## src/rtl/imm_encoder_pkg.sv

```systemverilog
// Shared immediate-type codes, field masks and range helpers for the immediate encoder.
// Type codes match the ones used by the immediate extender.
package imm_encoder_pkg;

   typedef enum logic [1:0] {
      IMM_TYPE_I = 2'd0,
      IMM_TYPE_S = 2'd1,
      IMM_TYPE_B = 2'd2,
      IMM_TYPE_J = 2'd3
   } imm_type_e;

   localparam logic [31:0] IMM_MASK_I = 32'hFFF0_0000;
   localparam logic [31:0] IMM_MASK_S = 32'hFE00_0F80;
   localparam logic [31:0] IMM_MASK_B = 32'hFE00_0F80;
   localparam logic [31:0] IMM_MASK_J = 32'hFFFF_F000;

   function automatic logic [31:0] imm_mask(input imm_type_e t);
      logic [31:0] m;
      m = IMM_MASK_I;
      case (t)
         IMM_TYPE_I: m = IMM_MASK_I;
         IMM_TYPE_S: m = IMM_MASK_S;
         IMM_TYPE_B: m = IMM_MASK_B;
         IMM_TYPE_J: m = IMM_MASK_J;
         default:    m = IMM_MASK_I;
      endcase
      return m;
   endfunction

   // True when v[31:lsb] are all copies of one bit, i.e. v fits a signed field of lsb+1 bits.
   function automatic logic sext_fits(input logic [31:0] v, input int unsigned lsb);
      logic signed [31:0] s;
      s = $signed(v) >>> lsb;
      return (s == 32'sd0) || (s == -32'sd1);
   endfunction

endpackage

```

## src/rtl/imm_encoder_pack.sv

```systemverilog
// Combinational range/alignment check and field packing of one immediate into
// an instruction word; the exact inverse of the immediate extender.
import imm_encoder_pkg::*;

module imm_pack (
   input  imm_type_e          imm_type,
   input  logic signed [31:0] imm,
   input  logic        [31:0] base,
   output logic        [31:0] instr,
   output logic               err
);

   logic [31:0] packed_f;
   logic        fits;
   logic        aligned;

   always_comb begin
      packed_f = '0;
      fits     = 1'b0;
      aligned  = 1'b1;
      case (imm_type)
         IMM_TYPE_I: begin
            fits            = sext_fits(imm, 11);
            packed_f[31:20] = imm[11:0];
         end
         IMM_TYPE_S: begin
            fits            = sext_fits(imm, 11);
            packed_f[31:25] = imm[11:5];
            packed_f[11:7]  = imm[4:0];
         end
         IMM_TYPE_B: begin
            fits            = sext_fits(imm, 12);
            aligned         = !imm[0];
            packed_f[31]    = imm[12];
            packed_f[30:25] = imm[10:5];
            packed_f[11:8]  = imm[4:1];
            packed_f[7]     = imm[11];
         end
         IMM_TYPE_J: begin
            fits            = sext_fits(imm, 20);
            aligned         = !imm[0];
            packed_f[31]    = imm[20];
            packed_f[30:21] = imm[10:1];
            packed_f[20]    = imm[11];
            packed_f[19:12] = imm[19:12];
         end
         default: ;
      endcase
   end

   // A rejected immediate leaves its fields zero so the word is still well formed.
   assign err   = !(fits && aligned);
   assign instr = (base & ~imm_mask(imm_type)) | (err ? 32'd0 : packed_f);

endmodule

```

## src/rtl/imm_encoder.sv

```systemverilog
// Streaming immediate encoder: valid/ready input, two-stage pipeline around
// imm_pack, and saturating ok/error counters on delivered words.
import imm_encoder_pkg::*;

module imm_encoder #(
   parameter int CNT_W = 16
) (
   input  logic               clk,
   input  logic               resetn,
   input  logic               in_valid,
   output logic               in_ready,
   input  logic        [1:0]  in_imm_type,
   input  logic signed [31:0] in_imm,
   input  logic        [31:0] in_base,
   output logic               out_valid,
   input  logic               out_ready,
   output logic        [31:0] out_instr,
   output logic               out_err,
   input  logic               cnt_clr,
   output logic [CNT_W-1:0]   cnt_ok,
   output logic [CNT_W-1:0]   cnt_err
);

   function automatic logic [CNT_W-1:0] sat_inc(input logic [CNT_W-1:0] c);
      return (&c) ? c : c + 1'b1;
   endfunction

   imm_type_e   in_type;
   logic [31:0] pack_instr;
   logic        pack_err;

   logic        vld_p1, err_p1;
   logic [31:0] instr_p1;
   logic        vld_p2, err_p2;
   logic [31:0] instr_p2;
   logic        load_p1, load_p2, hs_out;

   assign in_type = imm_type_e'(in_imm_type);

   imm_pack u_pack (
      .imm_type (in_type),
      .imm      (in_imm),
      .base     (in_base),
      .instr    (pack_instr),
      .err      (pack_err)
   );

   assign load_p2  = !vld_p2 || out_ready;
   assign load_p1  = !vld_p1 || load_p2;
   assign in_ready = load_p1;
   assign hs_out   = vld_p2 && out_ready;

   // stage 1: packed word; stage 2: output register
   always_ff @(posedge clk or negedge resetn) begin
      if (!resetn) begin
         vld_p1   <= 1'b0;
         err_p1   <= 1'b0;
         instr_p1 <= '0;
         vld_p2   <= 1'b0;
         err_p2   <= 1'b0;
         instr_p2 <= '0;
      end else begin
         if (load_p1) begin
            vld_p1 <= in_valid;
            if (in_valid) begin
               instr_p1 <= pack_instr;
               err_p1   <= pack_err;
            end
         end
         if (load_p2) begin
            vld_p2 <= vld_p1;
            if (vld_p1) begin
               instr_p2 <= instr_p1;
               err_p2   <= err_p1;
            end
         end
      end
   end

   assign out_valid = vld_p2;
   assign out_instr = instr_p2;
   assign out_err   = err_p2;

   // Clear takes priority over an increment in the same cycle.
   always_ff @(posedge clk or negedge resetn) begin
      if (!resetn) begin
         cnt_ok  <= '0;
         cnt_err <= '0;
      end else if (cnt_clr) begin
         cnt_ok  <= '0;
         cnt_err <= '0;
      end else if (hs_out) begin
         if (err_p2) cnt_err <= sat_inc(cnt_err);
         else        cnt_ok  <= sat_inc(cnt_ok);
      end
   end

endmodule
```

## config.mk

```make
export PLATFORM = sky130hd
export DESIGN_NAME = imm_encoder
export DESIGN_NICKNAME = d
export VERILOG_FILES = /design/src/rtl/imm_encoder_pkg.sv /design/src/rtl/imm_encoder_pack.sv /design/src/rtl/imm_encoder.sv
export SDC_FILE = /design/constraint.sdc
export NUM_CORES = 1
export LEC_CHECK = 0
export BUFFER_PORTS_ARGS = -buffer_cell sky130_fd_sc_hd__clkbuf_2
export CORE_MARGIN = 1
export CORE_UTILIZATION = 45
export CTS_BUF_LIST = sky130_fd_sc_hd__clkbuf_4
export DETAILED_ROUTE_END_ITERATION = 8
export GPL_ROUTABILITY_DRIVEN = 1
export HOLD_SLACK_MARGIN = 0.1
export PLACE_DENSITY = 0.73
export SLEW_MARGIN = 40
export SYNTH_ARGS = -nofsm -noshare
export SYNTH_HDL_FRONTEND = slang
export SYNTH_SLANG_ARGS = --single-unit
```

## constraint.sdc

```tcl
create_clock -name clk -period 1.9 [get_ports clk]
set_input_delay 0.285 -clock clk [delete_from_list [all_inputs] [get_ports clk]]
set_output_delay 0.285 -clock clk [all_outputs]
set_load 0.1 [all_outputs]
```

==> flow_metrics.tcl <==
set metrics [dict create \
    status "complete, no violations" \
    grt_max_degree 39 \
    critPathMaxFanout 5 \
    drt_iter0_drc 191 \
    grt_pass1_wl_mm 21.04 \
    portBuffers 130 \
    coreArea_mm2 0.01084 \
    cts_made_buffers 9 \
    cp-start-kind "flip-flop" \
    synth_edf_count 0 \
    crit_arrival_ps 2180 \
    drc 0 \
    clk_pin_slew_ps 150 \
    syn-mean-instance-area_um2 10.45 \
    syn_nets 559 \
    seq_power_share_pct 45.8 \
    synth_area_mm2 0.005026 \
    holdWs_ps 172.7 \
    crit_slowest_cell "dfrtp_4" \
    p_int_mw 3.145 \
    die_w_um 107.7 \
    overflow 0 \
    gp_congestion 0.8411 \
    gr-usage-all-layers_pct 23.19 \
    fin_crit_ps 1838 \
    cp-end-kind "flip-flop" \
    ir_worst_vdd_mv 0.4987 \
    initial_utilization_pct 46.36 \
    seq_area_mm2 0.002592 \
    rsz0062_at_grt "yes" \
    ys_types 50 \
    syn_inst 481 \
    p_clk_share_pct 20.5 \
    slew_headroom_pct 48.67 \
    design_area_mm2 0.006593 \
    ios 138 \
    synth_seq_cells 100 \
    final_common_cell "clkbuf_2" \
    total_power_mw 5.375 \
    root_buffer "clkbuf_4" \
    synth_area_leaders "dfrtp_1, mux2_2, nand2_1" \
    dpl_cell_area_mm2 0.006202 \
    final_cell_mix "clkbuf_2, dfrtp_1, nand2_1, buf_4, mux2_2" \
    synth_top_area_cell "dfrtp_1" \
    period_share_pct 96.76 \
    critPathMaxStageDelay_ps 480 \
    hpwlAfterDp_mm 9.122 \
    worstHoldPathType "in2reg" \
    fin_util_pct 60.81 \
    p_leak_nw 2.959 \
    fin_nets 738 \
    drv_slew 0 \
    wl_met1_mm 5.362 \
    crit_required_ps 2240 \
    cap_viol_max_count 0 \
    ys_async_sr_fraction_pct 100.0 \
    grt_pass1_vias 4439 \
    final.setup_skew_ps 20.11 \
    die_h_um 107.7 \
    nFillCells 878 \
    switching_share_pct 41.49 \
    h-tree-depth 3 \
    clockBufferDepth 2 \
    clock_sinks 100 \
    synth.top_cell.area_share_pct 49.79 \
    crit_type "reg2reg" \
    power_density_mw_per_mm2 815.4 \
    met3_wirelength_um 578 \
    num_rows 38 \
    setup_viol 0 \
    cp_cell_sequence "ha_4 -> nand3_2 -> or3_4 -> o21ai_4 -> buf_6 -> nor4_2 -> mux2_2" \
    vias_per_cell 5.457 \
    multi_input_area_mm2 0.002416 \
    first_pass_iters 4 \
    seq_area_frac_synth_pct 49.79 \
    p_comb_share_pct 33.7 \
    worst_pin_slew_ps 767.5 \
    wl_mm 12.54 \
    dpl_worst_slack_ps -173.2 \
    p_switching_mw 2.230 \
    fin_ws_ps 61.57 \
    antenna_found_initial 0 \
    fmax_mhz 543.9 \
    drive_above_1_share_pct 42.71 \
    routed-via-count 4393 \
    detail-route-antenna-nets 0 \
    drt-wirelength-per-cell_um 15.58 \
    ys_warn_count 0 \
    syn_to_final_growth_pct 31.17 \
    synth-main-ff-cell "dfrtp_1" \
    met2_wirelength_mm 6.456 \
    dieArea_mm2 0.01160 \
    hold_viol 0 \
    clk_latency_ps 450 \
    antenna-diode-count 0 \
    top_layer "met4" \
    cts_tree "built" \
]
==> power groups by stage <==
stage          logic [mW]  clock network (mW)  registers [mW]
3_5_place_dp         1.78                   0            2.50
4_1_cts              1.82                1.16            2.46
5_1_grt              1.90                1.25            2.49
3_3_place_gp         1.76                   0            2.50
6_report             1.81                1.10            2.46
2_1_floorplan       0.392                   0            3.46
==> stage by stage <==
stage / std cells / TNS (ps)
final: 805 / 0
after global routing: 805 / -24.50
after CTS: 804 / 0
after detailed placement: 768 / -1510
after global placement: 768 / -3029
after floorplan: 481 / -21950
==> flip-flops by register name (all words and copies together) (netlist names) <==
signal     count
out_err        1
cnt_ok        16
instr_p1      32
err_p1         1
out_valid      1
out_instr     32
vld_p1         1
cnt_err       16
==> cell usage after synthesis, types with 3 or more instances <==
cell type,instances
xor2_1,10
nor2b_1,5
ha_1,7
dfrtp_1,100
and4_1,4
o211ai_1,20
inv_1,27
o31ai_1,6
or3_1,4
nand2_1,42
or4_1,4
nor2_1,25
buf_1,4
nor4_2,3
and3_1,7
o21a_1,6
a21oi_1,19
o41ai_1,14
nor3b_1,6
o31a_1,3
xnor2_1,6
nand2b_1,13
nor3_1,7
nand4_1,10
and2_1,3
nand3_1,14
clkbuf_1,16
mux2_2,36
o2111ai_1,4
nor4_1,9
o21ai_0,23
==> cells by family after synthesis <==
family,Yosys count,share of synthesized area (%)
simple gates,164,17.77
buf+inv,49,3.958
flops,100,49.79
fa+ha+maj,7,1.743
mux,38,8.464
xor+xnor,16,2.788
compound gates,107,15.48
==> worst paths after layout <==
check | to | slack (ps) | start | cells after the start
hold / removal | instr_p1[23] | 170 | in_base[23] | 4
setup / recovery | cnt_err[13] | 60 | cnt_err[0] | 7
setup reg to reg | cnt_err[13] | 60 | cnt_err[0] | 7
max in group asynchronous | cnt_ok[7] | 880 | resetn | 3
min in group asynchronous | cnt_err[0] | 330 | resetn | 2
hold reg to reg | instr_p1[3] | 490 | instr_p1[3] | 2
==> final cells by class <==
cell class / count / area share [%]
clock buffers: 9 / 1.025
repair buffers: 190 / 17.78
multi-input cells: 332 / 36.65
flip-flops and latches: 100 / 39.32
inverters: 27 / 1.537
well taps: 140 / 2.657
clock inverters: 7 / 1.025
==> metal layers <==
| metal | vias to the layer above | GRT usage, % |
|---|---|---|
| met5 | - | 0 |
| met2 | 121 | 39.70 |
| met1 | 2152 | 29.22 |
| met3 | 13 | 4.419 |
| li1 | 2107 | - |
| met4 | 0 | 8.023 |
==> critical path, delay by kind of cell (launching register included) <==
family	cells	cell delay [ps]
AND/OR/NAND/NOR	3	480
multiplexers	1	300
buffers and inverters	1	130
flip-flops	1	480
adder cells (fa/ha/maj)	1	170
AO/OA/AOI/OAI	1	180
==> what timing repair did <==
action	4_1_cts	5_1_grt
buffers inserted	0	1
pin swaps	0	1
endpoints found under the setup margin	1	13
resized for setup	1	12
hold buffers	20	0
endpoints found under the hold margin	57	0
Power figures use the tool's default switching activity.
